**src/rtl/ccx_pkg.sv**
```systemverilog
// ccx_pkg: shared widths and arbiter state encoding for the ccx_top external memory path.
package ccx_pkg;
    localparam int CCX_EMEM_AW = 39;
    localparam int CCX_EMEM_DW = 64;
    typedef enum logic [1:0] {IDLE, BUSY, DRAIN} ccx_emem_arb_state_t;
endpackage

```
**src/rtl/ccx_emem_arb_rr.sv**
```systemverilog
// ccx_emem_arb_rr: 2-way round-robin picker; on a tie the port not granted last wins.
module ccx_emem_arb_rr (
    input  logic [1:0] req_i,
    input  logic       last_i,
    output logic       gnt_idx_o,
    output logic       any_o
);
    assign gnt_idx_o = &req_i ? ~last_i : req_i[1];
    assign any_o     = |req_i;
endmodule

```
**src/rtl/ccx_emem_arbiter.sv**
```systemverilog
// ccx_emem_arbiter: shares the emem port between core (s0) and aux (s1), one transaction at a time.
// Optional busy-timeout with error response and drain: CCX_EMEM_ARB_TIMEOUT_EN.
module ccx_emem_arbiter
    import ccx_pkg::*;
#(
    parameter int AW = CCX_EMEM_AW,
    parameter int DW = CCX_EMEM_DW
`ifdef CCX_EMEM_ARB_TIMEOUT_EN
    , parameter int TIMEOUT_CYCLES = 1024
`endif
) (
    input  logic            f_clk,
    input  logic            g_resetn,
    input  logic            s0_req,
    input  logic            s0_rtype,
    input  logic [AW-1:0]   s0_addr,
    input  logic            s0_wen,
    input  logic [DW/8-1:0] s0_strb,
    input  logic [DW-1:0]   s0_wdata,
    input  logic [1:0]      s0_prv,
    output logic            s0_gnt,
    output logic            s0_err,
    output logic [DW-1:0]   s0_rdata,
    input  logic            s1_req,
    input  logic            s1_rtype,
    input  logic [AW-1:0]   s1_addr,
    input  logic            s1_wen,
    input  logic [DW/8-1:0] s1_strb,
    input  logic [DW-1:0]   s1_wdata,
    input  logic [1:0]      s1_prv,
    output logic            s1_gnt,
    output logic            s1_err,
    output logic [DW-1:0]   s1_rdata,
    output logic            emem_req,
    output logic            emem_rtype,
    output logic [AW-1:0]   emem_addr,
    output logic            emem_wen,
    output logic [DW/8-1:0] emem_strb,
    output logic [DW-1:0]   emem_wdata,
    output logic [1:0]      emem_prv,
    input  logic            emem_gnt,
    input  logic            emem_err,
    input  logic [DW-1:0]   emem_rdata,
    output logic            arb_busy,
    output logic            arb_owner
);
    ccx_emem_arb_state_t state_q;
    logic            owner_q, last_q, win, any;
    logic            rtype_q, wen_q;
    logic [AW-1:0]   addr_q;
    logic [DW/8-1:0] strb_q;
    logic [DW-1:0]   wdata_q;
    logic [1:0]      prv_q;
    logic            busy, tmo, rsp_gnt, rsp_err;
    logic [DW-1:0]   rsp_rdata;
`ifdef CCX_EMEM_ARB_TIMEOUT_EN
    logic [31:0]     cnt_q;
`endif

    ccx_emem_arb_rr u_rr (
        .req_i    ({s1_req, s0_req}),
        .last_i   (last_q),
        .gnt_idx_o(win),
        .any_o    (any)
    );

    always_ff @(posedge f_clk or negedge g_resetn) begin
        if (!g_resetn) begin
            state_q <= IDLE;
            owner_q <= 1'b0;
            last_q  <= 1'b1;
            rtype_q <= 1'b0;
            addr_q  <= '0;
            wen_q   <= 1'b0;
            strb_q  <= '0;
            wdata_q <= '0;
            prv_q   <= '0;
`ifdef CCX_EMEM_ARB_TIMEOUT_EN
            cnt_q   <= '0;
`endif
        end else begin
            case (state_q)
                IDLE: if (any) begin
                    state_q <= BUSY;
                    owner_q <= win;
                    last_q  <= win;
                    rtype_q <= win ? s1_rtype : s0_rtype;
                    addr_q  <= win ? s1_addr  : s0_addr;
                    wen_q   <= win ? s1_wen   : s0_wen;
                    strb_q  <= win ? s1_strb  : s0_strb;
                    wdata_q <= win ? s1_wdata : s0_wdata;
                    prv_q   <= win ? s1_prv   : s0_prv;
`ifdef CCX_EMEM_ARB_TIMEOUT_EN
                    cnt_q   <= '0;
`endif
                end
`ifdef CCX_EMEM_ARB_TIMEOUT_EN
                BUSY: if (emem_gnt) state_q <= IDLE;
                    else if (tmo) state_q <= DRAIN;
                    else cnt_q <= cnt_q + 32'd1;
`else
                BUSY: if (emem_gnt) state_q <= IDLE;
`endif
                // DRAIN: the late downstream response is swallowed
                default: if (emem_gnt) state_q <= IDLE;
            endcase
        end
    end

    assign busy = state_q == BUSY;
`ifdef CCX_EMEM_ARB_TIMEOUT_EN
    assign tmo = busy && !emem_gnt && cnt_q == 32'(TIMEOUT_CYCLES - 1);
`else
    assign tmo = 1'b0;
`endif
    assign rsp_gnt   = busy && (emem_gnt || tmo);
    assign rsp_err   = busy && (emem_err || tmo);
    assign rsp_rdata = (busy && !tmo) ? emem_rdata : '0;

    assign s0_gnt   = rsp_gnt && !owner_q;
    assign s0_err   = rsp_err && !owner_q;
    assign s0_rdata = owner_q ? '0 : rsp_rdata;
    assign s1_gnt   = rsp_gnt && owner_q;
    assign s1_err   = rsp_err && owner_q;
    assign s1_rdata = owner_q ? rsp_rdata : '0;

    assign emem_req   = state_q != IDLE;
    assign emem_rtype = rtype_q;
    assign emem_addr  = addr_q;
    assign emem_wen   = wen_q;
    assign emem_strb  = strb_q;
    assign emem_wdata = wdata_q;
    assign emem_prv   = prv_q;
    assign arb_busy   = emem_req;
    assign arb_owner  = owner_q;
endmodule
```
**config.mk**
```make
export PLATFORM = sky130hd
export DESIGN_NAME = ccx_emem_arbiter
export DESIGN_NICKNAME = d
export VERILOG_FILES = /design/src/rtl/ccx_pkg.sv /design/src/rtl/ccx_emem_arb_rr.sv /design/src/rtl/ccx_emem_arbiter.sv
export SDC_FILE = /design/constraint.sdc
export NUM_CORES = 1
export LEC_CHECK = 0
export ABC_AREA = 1
export BUFFER_PORTS_ARGS = -buffer_cell sky130_fd_sc_hd__clkbuf_2
export CAP_MARGIN = 20
export CORE_AREA = 2 2 215 217
export CTS_BUF_LIST = sky130_fd_sc_hd__clkbuf_4 sky130_fd_sc_hd__clkbuf_8
export DETAILED_ROUTE_END_ITERATION = 8
export DIE_AREA = 0 0 217 219
export GPL_ROUTABILITY_DRIVEN = 0
export HOLD_SLACK_MARGIN = 0.02
export PLACE_DENSITY_LB_ADDON = 0.2
export SLEW_MARGIN = 25
export SYNTH_ARGS = -nofsm -noshare
export SYNTH_HDL_FRONTEND = slang
export SYNTH_HIERARCHICAL = 1
export SYNTH_SLANG_ARGS = --single-unit
```
**constraint.sdc**
```tcl
create_clock -name f_clk -period 1.7 [get_ports f_clk]
set_clock_uncertainty 0.2 [all_clocks]
set_input_delay 0.255 -clock f_clk [delete_from_list [all_inputs] [get_ports f_clk]]
set_output_delay 0.255 -clock f_clk [all_outputs]
set_load 0.01 [all_outputs]
```
# Yosys cells after proc, flatten, opt, wreduce, memory -nomap -nowiden
# Cells that the tools add are included.
# word_totals
output_inout_bits	250
reg_bits	119
inputBits	300
elab_cells	39
# classes
reduce_logical	14
eq_ne	2
n_mux	13
bitwise_logic	1
# ops
op	count
$mux W64	4
$mux W39	1
$mux W2	4
$mux W8	1
$logic_and A1 B1 Y1	6
$reduce_and A2 Y1	3
$reduce_bool A2 Y1	2
$mux W1	3
$eq A2 B1 Y1 const B	1
$logic_not A2 Y1	1
$ne A2 B2 Y1 const B	1
$reduce_or A2 Y1	1
$logic_not A1 Y1	1
$not A1 Y1	1

# Depth between registers and ports, before layout
# depth
ltp_word	3
depth_mapped	10
depth_no_buf	7

# Modules after synthesis
# Netlist, hierarchy kept.
# by_module_without_submodules
mod	instances	seq_area_each_um2	area_per_inst_um2	cells_each
ccx_emem_arbiter	1	2954.1	6829.0	1095
ccx_emem_arb_rr	1	0.0	15.0	3

# Worst setup path before layout
# OpenSTA, ideal clock, no wires.
# synth_path
kind	register to output
from	register state_q[0]
to	output s1_rdata[37]
path_buffers	2
setup_slack_ps	33
arrival_time_ps	1212
path_stages_with_launch	5
t_required_ps	1245
path_cell_list	dfrtp_1 > inv_2 > buf_2 > clkbuf_1 > nor3_1
# synth_between
elab_chain_cells	3
# synth_rtl
item	line_no	rtl
start: declaration	ccx_emem_arbiter.sv:47	ccx_emem_arb_state_t state_q;
start signal: assignment	ccx_emem_arbiter.sv:69	state_q <= IDLE;
start signal: assignment	ccx_emem_arbiter.sv:84	state_q <= BUSY;
start signal: assignment	ccx_emem_arbiter.sv:102	BUSY: if (emem_gnt) state_q <= IDLE;
$eq A2 B1 Y1	ccx_emem_arbiter.sv:110	assign busy = state_q == BUSY;
$mux W64	ccx_emem_arbiter.sv:118	assign rsp_rdata = (busy && !tmo) ? emem_rdata : '0;
$mux W64	ccx_emem_arbiter.sv:125	assign s1_rdata = owner_q ? rsp_rdata : '0;
end: declaration	ccx_emem_arbiter.sv:33	output logic [DW-1:0] s1_rdata,
# No other way between the ends.

# Worst setup path after layout
# layout_path
from	register owner_q (netlist: arb_owner)
to	output s1_rdata[52]
# layout_between
elab_chain_cells	1
# layout_rtl
item	line_no	rtl
start: declaration	ccx_emem_arbiter.sv:48	logic owner_q, last_q, win, any;
start signal: assignment	ccx_emem_arbiter.sv:85	owner_q <= win;
$mux W64	ccx_emem_arbiter.sv:125	
# No other way between the ends.

==> flow_summary.ini <==
[logic_synthesis]
yosysWarnings = 6
portion_of_synthesized_cell_area_occupied_by_the_leading_cell_type_pct = 42.8
post_synthesis_compound_gate_area_fraction_pct = 0.219
synth-xor-area-share_pct = 0
synth_area_leader_cell = sky130_fd_sc_hd__dfrtp_1
synthesis.instances = 1098
syn-mean-instance-area_um2 = 6.23
syn_area_um2 = 6840
yosys-top-cells-area = sky130_fd_sc_hd__dfrtp_1, sky130_fd_sc_hd__nand2_1, sky130_fd_sc_hd__nor3_1, sky130_fd_sc_hd__inv_1, sky130_fd_sc_hd__clkbuf_1
ys_types = 15
synth-adder-area-share_pct = 0
ys_ff_latch = 118
syn-num-nets = 1398
yosys-mux-area-fraction_pct = 0
synth_sequential_area_ratio_pct = 43.2
synth-simple-area-share_pct = 47.9
synth_top_family_by_area = simple AND/OR/NAND/NOR gates

[power]
power_density_nw_per_um2 = 1110
power.leakage_nw = 8.19
power.ir.vdd_worst_mv = 0.513

[critical_path]
critical_path_class = flip-flop to output pin
critPathLaunch = arb_owner
crit-reg2reg-launch = state_q[0]
crit_path_end_kind = output pin
cp_data_arrival_time_ns = 1.70
max_stage_delay_ns = 0.52
critPathSlowestCell = sky130_fd_sc_hd__dfrtp_2
path_buf_inv = 3
required_ns = 1.24
cp_max_fo = 9
family_with_the_most_delay_on_the_worst_path = flip-flops
startpoint_type = flip-flop
crit_path_cell_trace = inv_8 -> buf_12 -> nor3_4 -> buf_2

[sta]
setup_viol_count_final = 133
final-hold-violation-count = 0
finalMaxSlewViolations = 0
max_freq_mhz = 464
worst_slew_margin_rel_pct = 75.5
timing.final.crit_share_pct = 127
max_slew.worst_pin.slew_ns = 0.368
grt_setup_unrepaired = true
min_period_ns = 2.15
postLayoutSetupSlackWorst_ns = -0.454

[global_route]
globalRouteTotalUtil_pct = 15.1
vias_in_the_first_global_route = 9843
grt_start_max_net_pins = 67
antenna_found_initial = 2
grt_overflow_total = 0
first_pass_grt_wire_length_mm = 55.0

[layout]
layout_cell_area_excl_fill_um2 = 14400
nets = 2185
layout_commonest_cell = sky130_fd_sc_hd__nand2_1
mostFrequentLayoutCells = sky130_fd_sc_hd__nand2_1, sky130_fd_sc_hd__clkbuf_2, sky130_fd_sc_hd__dlygate4sd3_1
synthToLayoutAreaGrowth_pct = 111
fillerInstances = 4835
finish.utilization_pct = 32.0
post_route_cells_drive_above_1_share_pct = 40.7

[clock_tree]
cts_root_buffer = sky130_fd_sc_hd__clkbuf_8
clockBufferDepth = 2
clkSlewWorstSetupHoldPaths_ns = 0.08
clock_latency_ns = 0.46
numCtsBuffers = 17
cts.htree.levels = 4
clock-sinks = 118
tritoncts = yes

[floorplan]
die_height_um = 219
ios = 550
rows = 78
dieArea_um2 = 47500
effective_utilization_at_floorplan_pct = 15.2
floorplan.die.width_um = 217
core_region_area_um2 = 45100

[run_status]
run_status = finished, violations left
failed_checks = negative setup slack

[drt]
dr_total_vias = 9953
detail_route.first_pass.iterations = 5
detail_route.drc_violations = 0
dr_wl_met3_mm = 2.53
routed_wl_mm = 38.3
detail_route.wl_per_cell_um = 15.3
detail_route.iter0.violations = 340
routed.top_layer = met4
final_antenna_net_count = 0
drt-vias-per-instance = 3.98
met1_length_mm = 14.8
detailroute.wirelength.met2_mm = 19.3

[place]
port_buffers = 549
postPlaceCellArea_um2 = 10600
detailedPlacementHpwl_mm = 26.2

[hold_path]
worst_hold_path_type = input pin to asynchronous set/reset pin

[flow_run]
drv_cap = 0
## cell usage after synthesis, drive strengths merged
| cell | number |
|---|---|
| inv | 70 |
| dfrtp | 117 |
| buf | 30 |
| or2 | 1 |
| nand2 | 695 |
| o21ai | 2 |
| nor2 | 3 |
| dfstp | 1 |
| a21oi | 1 |
| nor3 | 130 |
| clkbuf | 48 |
## routing by layer
metal | up-vias | GRT usage (%)
met3 | 78 | 4.13
met2 | 420 | 27.4
met4 | 0 | 7.44
li1 | 4896 | -
met5 | - | 0
met1 | 4559 | 16.2
## path summary, 6_finish.rpt
kind,end,slack (ns),cells past startpoint
hold / removal,emem_wdata[41],0.05,2
setup reg to reg,emem_wdata[14],0.06,6
setup / recovery,s1_rdata[52],-0.45,4
hold reg to reg,emem_wdata[1],0.28,2
min in group f_clk,emem_addr[38],0.20,5
max in group asynchronous,last_q,0.64,3
## where the power goes
| group | leakage, nW | internal (mW) | switching [mW] |
|---|---|---|---|
| Clock | 0.189 | 1.31 | 1.29 |
| Sequential | 1.46 | 3.87 | 0.640 |
| Combinational | 6.54 | 3.77 | 5.11 |
| Total | 8.19 | 8.95 | 7.04 |
## metrics by stage
step	instances	hold slack (ns)	setup WS (ns)	total power [mW]	TNS [ns]
3_5_place_dp	2215	0.00455	-0.162	11.6	-0.408
3_3_place_gp	2215	0.000943	-0.108	11.6	-0.312
4_1_cts	2488	0.141	-0.463	15.5	-56.68
2_1_floorplan	1098	-0.241	0.0327	7.95	0
5_1_grt	2499	0.0403	-0.538	17.3	-58.74
6_report	2500	0.0468	-0.454	16.0	-44.37
## final cells by class
type	count	area, µm²	share of cell area (%)
inverter	70	278	1.93
multi-input combinational	832	4010	27.8
clock inverter	10	96.3	0.668
clock buffer	22	290	2.01
antenna	2	5.00	0.0347
tap	600	751	5.21
timing repair buffer	846	6040	41.9
sequential	118	2960	20.5
## timing repair
item,4_1_cts,5_1_grt
hold buffers,233,0
pin swaps,10,14
endpoints found under the hold margin,233,0
setup buffers,5,2
resized for setup,115,156
gates cloned,3,9
setup endpoints to repair,135,151
## state kept, by name (all words and copies together) (netlist names), 2 cells and up
signal and cells:
emem_prv 2, emem_addr 39, emem_wdata 64, emem_strb 8
## kinds of logic after synthesis
group,Yosys count
compound gates,3
buf+inv,148
flops,118
simple gates,829
No activity file was read; power rests on OpenSTA's default activity.
